===== config.mk =====
export PLATFORM = sky130hd
export DESIGN_NAME = bcd_seq_multiplier_flat
export DESIGN_NICKNAME = d
export VERILOG_FILES = /design/src/rtl/bcd_seq_multiplier_if.sv /design/src/rtl/bcd_seq_multiplier.sv /design/src/flat_wrapper.sv
export SDC_FILE = /design/constraint.sdc
export NUM_CORES = 1
export LEC_CHECK = 0
export ABC_CLOCK_PERIOD_IN_PS = 35300
export CAP_MARGIN = 20
export CORE_MARGIN = 2
export CORE_UTILIZATION = 55
export DETAILED_ROUTE_END_ITERATION = 10
export GPL_ROUTABILITY_DRIVEN = 0
export PLACE_DENSITY = 0.76
export SYNTH_ARGS = -nofsm -noshare
export SYNTH_HDL_FRONTEND = slang
export SYNTH_SLANG_ARGS = --single-unit

===== constraint.sdc =====
create_clock -name clk -period 35.3 [get_ports clk]
set_clock_uncertainty 0.05 [all_clocks]
set_input_delay 7.06 -clock clk [delete_from_list [all_inputs] [get_ports clk]]
set_output_delay 7.06 -clock clk [all_outputs]
set_load 0.02 [all_outputs]

===== src/rtl/bcd_seq_multiplier_if.sv =====
// Bus between a requester and the digit-serial BCD multiplier core.
//
// Handshake: the requester raises start together with operands a and b.
// The core samples start only while idle. On acceptance it captures a and b,
// so the requester may change them or drop start afterwards. busy is high
// while digits are being processed. done pulses for exactly one cycle when
// product and err are final. Both then hold until the next accepted start.
// If start is still high on the first idle cycle after done, that cycle
// accepts a new operation.
interface bcd_seq_multiplier_if #(
    parameter int DIGITS = 8
);
    logic                  start;
    logic [4*DIGITS-1:0]   a;
    logic [4*DIGITS-1:0]   b;
    logic                  busy;
    logic                  done;
    logic                  err;
    logic [8*DIGITS-1:0]   product;
    logic [1:0]            fsm_state;   // debug view of the controller state

    modport master (
        output start, a, b,
        input  busy, done, err, product, fsm_state
    );

    modport slave (
        input  start, a, b,
        output busy, done, err, product, fsm_state
    );
endinterface


===== src/rtl/bcd_seq_multiplier.sv =====
// Digit-serial packed-BCD multiplier. It processes one multiplier digit per
// clock and accumulates the shifted partial products A*B[k] into a
// 2*DIGITS-digit BCD accumulator. That accumulator is also the product output.
module bcd_seq_multiplier #(
    parameter int DIGITS = 8
) (
    input  logic               clk,
    input  logic               rst_n,
    bcd_seq_multiplier_if.slave bus
);
    localparam int OPW  = 4 * DIGITS;
    localparam int ACCW = 8 * DIGITS;
    localparam int PW   = 4 * (DIGITS + 1);
    localparam int KW   = (DIGITS > 1) ? $clog2(DIGITS) : 1;

    typedef enum logic [1:0] {
        ST_IDLE = 2'd0,
        ST_MULT = 2'd1,
        ST_DONE = 2'd2
    } state_t;

    state_t            state, state_n;
    logic [OPW-1:0]    a_q, b_q;
    logic [ACCW-1:0]   acc, acc_sum;
    logic [KW-1:0]     k;
    logic              err_q;
    logic              ops_ok, accept, last_digit;
    logic [3:0]        b_dig;
    logic [PW-1:0]     pp;
    logic [ACCW-1:0]   pp_sh;

    // True when every nibble of an operand is a legal decimal digit.
    function automatic logic all_bcd(input logic [OPW-1:0] v);
        logic ok;
        ok = 1'b1;
        for (int i = 0; i < DIGITS; i++)
            if (v[4*i +: 4] > 4'd9) ok = 1'b0;
        return ok;
    endfunction

    // Single digit x digit product returned as two BCD digits {H, L}.
    function automatic logic [7:0] digit_mul(input logic [3:0] x, input logic [3:0] y);
        logic [6:0] m;
        m = 7'(x) * 7'(y);
        return {4'(m / 7'd10), 4'(m % 7'd10)};
    endfunction

    assign ops_ok     = all_bcd(bus.a) && all_bcd(bus.b);
    assign accept     = (state == ST_IDLE) && bus.start;
    assign last_digit = (k == KW'(DIGITS - 1));

    // Select the multiplier digit for the current step.
    always_comb begin
        b_dig = '0;
        for (int i = 0; i < DIGITS; i++)
            if (k == KW'(i)) b_dig = b_q[4*i +: 4];
    end

    // Partial product A*B[k]: per-digit {H,L}, then decimal carry ripple.
    // Digit i collects L_i + H_(i-1) + carry, which is at most 18. The top
    // digit is H_(DIGITS-1) + carry, which cannot exceed 9.
    always_comb begin : pp_ripple
        logic [7:0] hl;
        logic [3:0] hi_prev;
        logic [4:0] s;
        logic       c;
        pp      = '0;
        hl      = '0;
        hi_prev = '0;
        s       = '0;
        c       = 1'b0;
        for (int i = 0; i < DIGITS; i++) begin
            hl = digit_mul(a_q[4*i +: 4], b_dig);
            s  = 5'(hl[3:0]) + 5'(hi_prev) + 5'(c);
            if (s > 5'd9) begin
                pp[4*i +: 4] = 4'(s - 5'd10);
                c = 1'b1;
            end else begin
                pp[4*i +: 4] = s[3:0];
                c = 1'b0;
            end
            hi_prev = hl[7:4];
        end
        pp[4*DIGITS +: 4] = hi_prev + 4'(c);
    end

    // Align the partial product to accumulator digit k.
    always_comb begin
        pp_sh = '0;
        for (int i = 0; i < DIGITS; i++)
            if (k == KW'(i)) pp_sh = ACCW'(pp) << (4 * i);
    end

    // BCD adder chain across the whole accumulator. Digits below k add zero.
    // The carry ripples past digit k+DIGITS into the upper digits.
    always_comb begin : bcd_add
        logic [4:0] s;
        logic       c;
        acc_sum = '0;
        s       = '0;
        c       = 1'b0;
        for (int j = 0; j < 2 * DIGITS; j++) begin
            s = 5'(acc[4*j +: 4]) + 5'(pp_sh[4*j +: 4]) + 5'(c);
            if (s > 5'd9) begin
                acc_sum[4*j +: 4] = 4'(s + 5'd6);
                c = 1'b1;
            end else begin
                acc_sum[4*j +: 4] = s[3:0];
                c = 1'b0;
            end
        end
    end

    // Controller state register.
    always_ff @(posedge clk or negedge rst_n) begin
        if (!rst_n) state <= ST_IDLE;
        else        state <= state_n;
    end

    // Next-state logic. Invalid operands skip MULT and report at once.
    always_comb begin
        state_n = state;
        unique case (state)
            ST_IDLE: if (bus.start) state_n = ops_ok ? ST_MULT : ST_DONE;
            ST_MULT: if (last_digit) state_n = ST_DONE;
            ST_DONE: state_n = ST_IDLE;
            default: state_n = ST_IDLE;
        endcase
    end

    // Operand capture, accumulation and digit counter.
    always_ff @(posedge clk or negedge rst_n) begin
        if (!rst_n) begin
            a_q   <= '0;
            b_q   <= '0;
            acc   <= '0;
            k     <= '0;
            err_q <= 1'b0;
        end else if (accept) begin
            a_q   <= bus.a;
            b_q   <= bus.b;
            acc   <= '0;
            k     <= '0;
            err_q <= !ops_ok;
        end else if (state == ST_MULT) begin
            acc <= acc_sum;
            k   <= k + KW'(1);
        end
    end

    assign bus.busy      = (state == ST_MULT);
    assign bus.done      = (state == ST_DONE);
    assign bus.err       = err_q;
    assign bus.product   = acc;
    assign bus.fsm_state = state;
endmodule

===== src/flat_wrapper.sv =====
// flat-port wrapper written by rule: the top's interface ports become plain ports
module bcd_seq_multiplier_flat 
#(
    parameter int DIGITS = 8
)
  (clk, rst_n, bus_start, bus_a, bus_b, bus_busy, bus_done, bus_err, bus_product, bus_fsm_state);
  bcd_seq_multiplier_if #(.DIGITS(DIGITS)) bus_i ();
  input  logic clk;
  input  logic rst_n;
  input wire logic [$bits(bus_i.start)-1:0] bus_start;
  input wire logic [$bits(bus_i.a)-1:0] bus_a;
  input wire logic [$bits(bus_i.b)-1:0] bus_b;
  output wire logic [$bits(bus_i.busy)-1:0] bus_busy;
  output wire logic [$bits(bus_i.done)-1:0] bus_done;
  output wire logic [$bits(bus_i.err)-1:0] bus_err;
  output wire logic [$bits(bus_i.product)-1:0] bus_product;
  output wire logic [$bits(bus_i.fsm_state)-1:0] bus_fsm_state;
  assign bus_i.start = bus_start;
  assign bus_i.a = bus_a;
  assign bus_i.b = bus_b;
  assign bus_busy = bus_i.busy;
  assign bus_done = bus_i.done;
  assign bus_err = bus_i.err;
  assign bus_product = bus_i.product;
  assign bus_fsm_state = bus_i.fsm_state;
  bcd_seq_multiplier #(.DIGITS(DIGITS)) u_core (.clk(clk), .rst_n(rst_n), .bus(bus_i));
endmodule

=== After elaboration in Yosys (flattened, before gate mapping) ===
Index checks and enable logic that the tools add are counted.

* Bitwise logic cells: 0
* Magnitude comparators: 40
* Eq/ne operators: 11
* Reduce and logical (&&, ||, !) cells: 7
* $mul: 8
* Div/mod/pow operators: 16
* Muxes and demuxes: 87
* Shifts and indexed selects: 0
* Add/sub/neg operators: 71

{| class="wikitable"
|+ Operators by type and width
! kind !! count
|-
| 64-bit two-way mux || 3
|-
| 4-bit two-way mux || 32
|-
| 4-bit by 4-bit adder with 5-bit output || 23
|-
| 5-bit by 4-bit greater-than comparator with 1-bit output (second input constant) || 23
|-
| 5-bit by 1-bit adder with 5-bit output || 22
|-
| 4-bit greater-than comparator (second input constant) || 17
|-
| 4-bit by 3-bit adder with 4-bit output (second input constant) || 16
|-
| 60-bit two-way mux || 1
|-
| 7-bit by 4-bit divider with 7-bit output (second input constant) || 8
|-
| 7-bit by 4-bit modulo with 7-bit output (second input constant) || 8
|-
| 4-bit by 4-bit multiplier with 7-bit output || 8
|-
| 56-bit two-way mux || 1
|-
| 52-bit two-way mux || 1
|-
| 48-bit two-way mux || 1
|-
| 44-bit two-way mux || 1
|-
| 40-bit two-way mux || 1
|-
| 1-bit two-way mux || 39
|-
| 36-bit two-way mux || 1
|-
| 4-bit subtractor (second input constant) || 8
|-
| 3-bit == test (second input constant) || 4
|-
| 3-bit by 2-bit == test with 1-bit output (second input constant) || 2
|-
| 2-bit two-way mux || 3
|-
| 3-bit two-way mux || 2
|-
| 4-bit by 1-bit adder with 4-bit output || 1
|-
| 13 further kinds || 14
|}

* Output and inout bits: 69
* Bits in read-only memories: 0
* Memories kept: 0
* Bits of input ports: 67
* Memory bits (writable): 0
* Bits in registers: 134
* Bits in latches: 0

=== Depth between registers and ports, before layout ===
Gate-level depths: netlist of run 1.

* Word-level depth: 93
* Gate-level depth with buffers: 164
* Depth with buffers taken out: 160

=== Worst setup path before layout of run 1 ===
Ideal clock, no wire load.

* Path kind: register -> register
* From: register u_core.k[0]
* To: register u_core.acc[62], in the netlist u_core.bus.product[62]
* Stages on the path, launching flop included: 142
* Library setup time: 0.083 ns
* Slack: 5.614 ns
* Data required time: 35.167 ns
* Arrival time: 29.554 ns
* Cells stage by stage: dfrtp_1 -> inv_1 -> ha_1 -> clkbuf_1 -> nand2_1 -> nor2_1 -> a221oi_1 -> a211oi_1 -> a211oi_1 -> o21ai_0 -> o221ai_1 -> o21ai_0 -> clkbuf_1 -> and2_1 -> fa_1 -> fa_1 -> inv_1 -> fa_1 -> (+106 left out) -> nand2_1 -> a21oi_1 -> inv_1 -> fa_1 -> inv_1 -> fa_1 -> xor2_1 -> nand2_1 -> a21oi_1 -> fa_1 -> inv_1 -> fa_1 -> xnor2_1 -> ha_1 -> a22oi_1 -> a221o_1 -> mux2_2 -> o21ai_0

* Longest elaborated chain between the ends: 72
* Elaborated cells on any way between the ends: 161

{| class="wikitable"
|+ RTL lines
! what !! line !! text
|-
| start: declaration || bcd_seq_multiplier.sv:25 || <nowiki>logic [KW-1:0] k;</nowiki>
|-
| start signal: assignment || bcd_seq_multiplier.sv:147 || <nowiki>k <= k + KW'(1);</nowiki>
|-
| 3-bit logical NOT || bcd_seq_multiplier.sv:56, bcd_seq_multiplier.sv:91 ||
|-
| 4-bit two-way mux (8 in a row) || bcd_seq_multiplier.sv:56 || <nowiki>if (k == KW'(i)) b_dig = b_q[4*i +: 4];</nowiki>
|-
| 4-bit by 4-bit multiplier with 7-bit output || bcd_seq_multiplier.sv:44 || <nowiki>m = 7'(x) * 7'(y);</nowiki>
|-
| 7-bit by 4-bit modulo with 7-bit output || bcd_seq_multiplier.sv:45 || <nowiki>return {4'(m / 7'd10), 4'(m % 7'd10)};</nowiki>
|-
| 4-bit greater-than comparator || bcd_seq_multiplier.sv:75 || <nowiki>if (s > 5'd9) begin</nowiki>
|-
| 1-bit two-way mux || bcd_seq_multiplier.sv:75 ||
|-
| 5-bit by 1-bit adder with 5-bit output || bcd_seq_multiplier.sv:74 || <nowiki>s = 5'(hl[3:0]) + 5'(hi_prev) + 5'(c);</nowiki>
|-
| 5-bit by 4-bit greater-than comparator with 1-bit output / 4-bit subtractor (equally long branches) || bcd_seq_multiplier.sv:75, bcd_seq_multiplier.sv:76 ||
|-
| (+49 left out) || n/a ||
|-
| 5-bit by 1-bit adder with 5-bit output || bcd_seq_multiplier.sv:103 || <nowiki>s = 5'(acc[4*j +: 4]) + 5'(pp_sh[4*j +: 4]) + 5'(c);</nowiki>
|-
| 5-bit by 4-bit greater-than comparator with 1-bit output || bcd_seq_multiplier.sv:104 || <nowiki>if (s > 5'd9) begin</nowiki>
|-
| 1-bit two-way mux || bcd_seq_multiplier.sv:104 ||
|-
| 5-bit by 1-bit adder with 5-bit output * || bcd_seq_multiplier.sv:103 ||
|-
| 4-bit by 3-bit adder with 4-bit output / 5-bit by 4-bit greater-than comparator with 1-bit output (equally long branches) || bcd_seq_multiplier.sv:105, bcd_seq_multiplier.sv:104 ||
|-
| 4-bit two-way mux * || bcd_seq_multiplier.sv:104 ||
|-
| 64-bit two-way mux * || bcd_seq_multiplier.sv:145 || <nowiki>end else if (state == ST_MULT) begin</nowiki>
|-
| 64-bit two-way mux * || bcd_seq_multiplier.sv:139 || <nowiki>end else if (accept) begin</nowiki>
|-
| end signal: assignment || bcd_seq_multiplier.sv:146 || <nowiki>acc <= acc_sum;</nowiki>
|-
| end: declaration || bcd_seq_multiplier.sv:24 || <nowiki>logic [ACCW-1:0] acc, acc_sum;</nowiki>
|}

Every way passes the cells marked *; elsewhere a longest branch is shown, timed or not. The select of a mux whose other input is x is not followed.
A chain may end at the register's enable or synchronous reset.

=== Worst setup path after layout of run 1 ===
* From: register u_core.k[0]
* To: register u_core.acc[63], in the netlist u_core.bus.product[63]

The elaborated chain is that of the path after synthesis.

==> impl_metrics.prom, run 1 <==
# TYPE chip_impl_metric gauge
chip_impl_metric{name="ctsHoldBuffers",unit=""} 0
chip_impl_metric{name="timing.final.setup_violations",unit=""} 0
chip_impl_metric{name="final_number_of_max_transition_violations",unit=""} 0
chip_impl_metric{name="reg2reg_slack",unit="ns"} 2.28
chip_impl_metric{name="max_clock_freq",unit="MHz"} 30.3
chip_impl_metric{name="routed_wirelength",unit="mm"} 55.8
chip_impl_metric{name="drtAntennaViolNets",unit=""} 0
chip_impl_metric{name="post_synth_and_or_nand_nor_area_fraction",unit="%"} 20.8
chip_impl_metric{name="layout-area-overhead-vs-synth",unit="%"} 12.8
chip_impl_metric{name="wire_per_inst",unit="µm"} 18.7
chip_impl_info{name="clock_tree.root_cell",value="clkbuf_16"} 1
chip_impl_metric{name="synth_fa_ha_area_share",unit="%"} 21.1
chip_impl_metric{name="grt_pass1_wl",unit="mm"} 91.4
chip_impl_metric{name="core_area",unit="µm²"} 33400
chip_impl_metric{name="cp_data_arrival_time",unit="ns"} 33.28
chip_impl_metric{name="htree_levels",unit=""} 4
chip_impl_metric{name="synth_area_per_cell",unit="µm²"} 7.55
chip_impl_metric{name="initialDrtViolationCount",unit=""} 2068
chip_impl_info{name="timing_worst_setup_path_type",value="flip-flop to flip-flop"} 1
chip_impl_metric{name="pin_count_of_the_biggest_net_entering_global_routing",unit=""} 89
chip_impl_metric{name="synth-warning-count",unit=""} 0
chip_impl_metric{name="nets",unit=""} 2858
chip_impl_metric{name="cts.sink_count",unit=""} 134
chip_impl_metric{name="gr-total-overflow",unit=""} 0
chip_impl_metric{name="worst_hold_margin",unit="ns"} 0.430
chip_impl_metric{name="floorplan.die.width",unit="µm"} 188
chip_impl_metric{name="synth_seq_area_share",unit="%"} 18.0
chip_impl_metric{name="cpPeakStageDelay",unit="ns"} 0.62
chip_impl_metric{name="top_level_ports",unit=""} 136
chip_impl_metric{name="globalRouteTotalUtil",unit="%"} 31.6
chip_impl_metric{name="cp_data_required_time",unit="ns"} 35.56
chip_impl_metric{name="grt_pass1_vias",unit=""} 18003
chip_impl_info{name="rsz_0062_raised_after_global_routing",value="no"} 1
chip_impl_metric{name="via_count",unit=""} 18818
chip_impl_info{name="whs_endpoint",value="u_core.b_q[21]$_DFFE_PN0P_"} 1
chip_impl_metric{name="final-hold-violation-count",unit=""} 0
chip_impl_info{name="synthTopCellsByArea",value="dfrtp_1 18%, ha_1 13%, nand2_1 8.7%, fa_1 8.3%, o21ai_0 5.7%"} 1
chip_impl_metric{name="drv.max_cap_violation_count",unit=""} 0
chip_impl_metric{name="synth_xor_area_share",unit="%"} 6.78
chip_impl_metric{name="antenna_diodes",unit=""} 0
chip_impl_metric{name="synth.cell_area",unit="µm²"} 18600
chip_impl_metric{name="synth_nets",unit=""} 2800
chip_impl_metric{name="final_min_period_over_clock_period",unit="%"} 93.5
chip_impl_metric{name="synth_compound_area_share",unit="%"} 24.6
chip_impl_metric{name="design.die.area",unit="µm²"} 35300
chip_impl_metric{name="finalSetupTns",unit="ns"} 0
chip_impl_metric{name="first_pass_detailed_route_iteration_total",unit=""} 10
chip_impl_metric{name="drc",unit=""} 1
chip_impl_info{name="netlist_top_cells_count",value="430 x nand2_1, 213 x o21ai_0, 190 x ha_1"} 1
chip_impl_info{name="min-delay-start",value="u_core.b_q[21]$_DFFE_PN0P_"} 1
chip_impl_info{name="crit_path_end_kind",value="flip-flop"} 1
chip_impl_metric{name="hpwlAfterDp",unit="mm"} 40.7
chip_impl_metric{name="muxShareOfSynthArea",unit="%"} 2.19
chip_impl_info{name="synth-main-ff-cell",value="dfrtp_1"} 1
chip_impl_metric{name="worstMarginPinSlew",unit="ns"} 1.04
chip_impl_metric{name="row_count",unit=""} 67
chip_impl_metric{name="timing.max_slew.rel_slack",unit="%"} 30.1
chip_impl_metric{name="clk_latency",unit="ns"} 0.47
chip_impl_metric{name="worst-path-max-fanout",unit=""} 65
chip_impl_info{name="timing.hold.worst.class",value="flip-flop to flip-flop"} 1
chip_impl_metric{name="final_cell_count_no_fill",unit=""} 2985
chip_impl_metric{name="finalWorstPathRequiredPeriod",unit="ns"} 33.02
chip_impl_metric{name="clock_path_buffers",unit=""} 2
chip_impl_metric{name="synthesis_stage_register_bit_count",unit=""} 134
chip_impl_metric{name="antenna_violations_before_repair",unit=""} 0
chip_impl_info{name="reg2reg_from",value="u_core.k[0]$_DFFE_PN0P_"} 1
chip_impl_info{name="crit_path_top_delay_cell",value="a211oi_1"} 1
chip_impl_info{name="cts_tree",value="done"} 1
chip_impl_info{name="post-synth-top-count-cell",value="nand2_1"} 1
chip_impl_metric{name="final_layout_size_suffix_gt1_share",unit="%"} 5.16
chip_impl_metric{name="synth_cells",unit=""} 2466
chip_impl_info{name="synth.largest_area_cell",value="dfrtp_1"} 1
chip_impl_metric{name="reg_clk_slew_reported_paths",unit="ns"} 0.07
chip_impl_info{name="outcome",value="finished with violations"} 1
chip_impl_info{name="start_kind",value="flip-flop"} 1
chip_impl_metric{name="numPlacedInstances",unit=""} 2944
chip_impl_metric{name="initial_core_utilization",unit="%"} 55.7
chip_impl_metric{name="synthDominantCellAreaShare",unit="%"} 18.0
chip_impl_metric{name="tritoncts.num_buffers",unit=""} 17
chip_impl_metric{name="library_cells_used_by_synthesis",unit=""} 79
chip_impl_metric{name="worst_hold_depth",unit=""} 2
chip_impl_metric{name="ff2ff_path_depth",unit=""} 137
chip_impl_metric{name="numPortBuffers",unit=""} 135
chip_impl_metric{name="avgViaCountPerCell",unit=""} 6.30
chip_impl_info{name="synth_top_family_by_area",value="compound AO/OA/AOI/OAI gates"} 1
chip_impl_metric{name="die_y",unit="µm"} 188
chip_impl_info{name="cell_with_the_most_instances_on_the_worst_path",value="fa_1"} 1
chip_impl_info{name="r2r_end",value="u_core.bus.product[63]$_DFFE_PN0P_"} 1
chip_impl_metric{name="nFillCells",unit=""} 2859
chip_impl_metric{name="post_synth_edffs",unit=""} 0
chip_impl_metric{name="synthArstFlopShare",unit="%"} 100
chip_impl_info{name="failed_checks",value="design-rule violations"} 1
-- layer usage --
metal	share of wire, %	routed length (µm)	vias to the layer above	global-route usage (%)
li1	-	-	8721	-
met2	45	24900	995	49.7
met1	42	23200	8890	41.9
met3	9.3	5190	212	5.76
met5	0	0	-	0.275
met4	4.5	2540	0	15.6
-- worst max-delay path by stage --
stage / start / endpoint / slack, ns / depth (start not counted)
2_1_floorplan: u_core.k[0]$_DFFE_PN0P_ / u_core.bus.product[62]$_DFFE_PN0P_ / 5.61 / 141
3_3_place_gp: u_core.k[2]$_DFFE_PN0P_ / u_core.bus.product[63]$_DFFE_PN0P_ / 3.70 / 131
3_5_place_dp: u_core.k[2]$_DFFE_PN0P_ / u_core.bus.product[63]$_DFFE_PN0P_ / 1.75 / 135
4_1_cts: u_core.k[2]$_DFFE_PN0P_ / u_core.bus.product[63]$_DFFE_PN0P_ / 1.69 / 135
5_1_grt: u_core.k[1]$_DFFE_PN0P_ / u_core.bus.product[63]$_DFFE_PN0P_ / 0.03 / 143
6_report: u_core.k[0]$_DFFE_PN0P_ / u_core.bus.product[63]$_DFFE_PN0P_ / 2.28 / 137
-- flip-flops by register name, indices dropped and copies added, names as in the netlist --
name / count
u_core.bus.fsm_state: 2
u_core.a_q: 32
u_core.b_q: 32
u_core.bus.product: 64
u_core.k: 3
u_core.bus.err: 1
-- critical path, delay by kind of cell (launching register included) --
| family | cells | cell delay [ns] |
|---|---|---|
| and+or+nand+nor | 26 | 4.11 |
| adders and majority gates | 37 | 13.08 |
| xor gates and xnor gates | 20 | 4.98 |
| AOI/OAI and AO/OA | 32 | 7.48 |
| DFF | 1 | 0.42 |
| buffers and inverters | 22 | 2.68 |
-- layout make-up --
| type | instances | area (µm²) | share of cell area [%] |
|---|---|---|---|
| repair buffers | 176 | 1660 | 7.92 |
| clock inverters | 14 | 175 | 0.834 |
| multi-input cells | 2012 | 14100 | 67.2 |
| clock buffers | 18 | 439 | 2.09 |
| inverters | 183 | 687 | 3.27 |
| flip-flops and latches | 134 | 3350 | 16.0 |
| well taps | 448 | 561 | 2.67 |
-- stage by stage --
step	util [%]	area, µm²	worst slack, ns
after floorplan	-	18600	5.61
after global placement	60.7	20300	3.70
after detailed placement	60.7	20300	1.75
after CTS	62.5	20900	1.69
after global routing	62.8	21000	0.0260
final	62.8	21000	2.28
-- cell usage in the layout, fill, tap and decap left out, types with 20 or more instances in the layout --
| cell type | count |
|---|---|
| nand2_1 | 429 |
| o21ai_0 | 209 |
| ha_1 | 188 |
| inv_1 | 181 |
| a21oi_1 | 177 |
| clkdlybuf4s50_1 | 134 |
| dfrtp_1 | 133 |
| nor2_1 | 128 |
| and2_1 | 95 |
| xnor2_1 | 93 |
| nand3_1 | 85 |
| fa_1 | 77 |
| a21o_1 | 66 |
| buf_4 | 40 |
| a221oi_1 | 32 |
| xor2_1 | 31 |
| nor3_1 | 29 |
| nand2b_1 | 24 |
| a211oi_1 | 23 |
| o22ai_1 | 22 |
| nor2b_1 | 21 |
| a31oi_1 | 21 |
| mux2_2 | 20 |
| o211ai_1 | 20 |
-- cell families after synthesis --
| group | count (synthesis) |
|---|---|
| XOR/XNOR | 133 |
| multiplexers | 37 |
| AND/OR/NAND/NOR | 861 |
| buffers and inverters | 320 |
| AO/OA/AOI/OAI | 713 |
| flip-flops | 134 |
| adder cells (fa/ha/maj) | 268 |
-- repair_timing --
| item | in CTS | in global routing |
|---|---|---|
| setup endpoints to repair | 0 | 3 |
| gates resized for setup | 0 | 9 |
| setup buffers | 0 | 8 |
Power of run 1 is left out: the tool's default activity adds up to more than one toggle a clock period on the data nets, which glitch-free logic cannot reach.
==> run 2: changes to the inputs <==
--- a/config.mk
+++ b/config.mk
@@ -9,6 +9,7 @@
 export CAP_MARGIN = 20
 export CORE_MARGIN = 2
 export CORE_UTILIZATION = 55
+export CTS_BUF_LIST = sky130_fd_sc_hd__clkbuf_4 sky130_fd_sc_hd__clkbuf_8 sky130_fd_sc_hd__clkbuf_16
 export DETAILED_ROUTE_END_ITERATION = 10
 export GPL_ROUTABILITY_DRIVEN = 0
 export PLACE_DENSITY = 0.76
==> results of run 2 <==
Final layout, timing and power as in run 1 (identical DEF).
Power of run 2 is left out for the same reason.
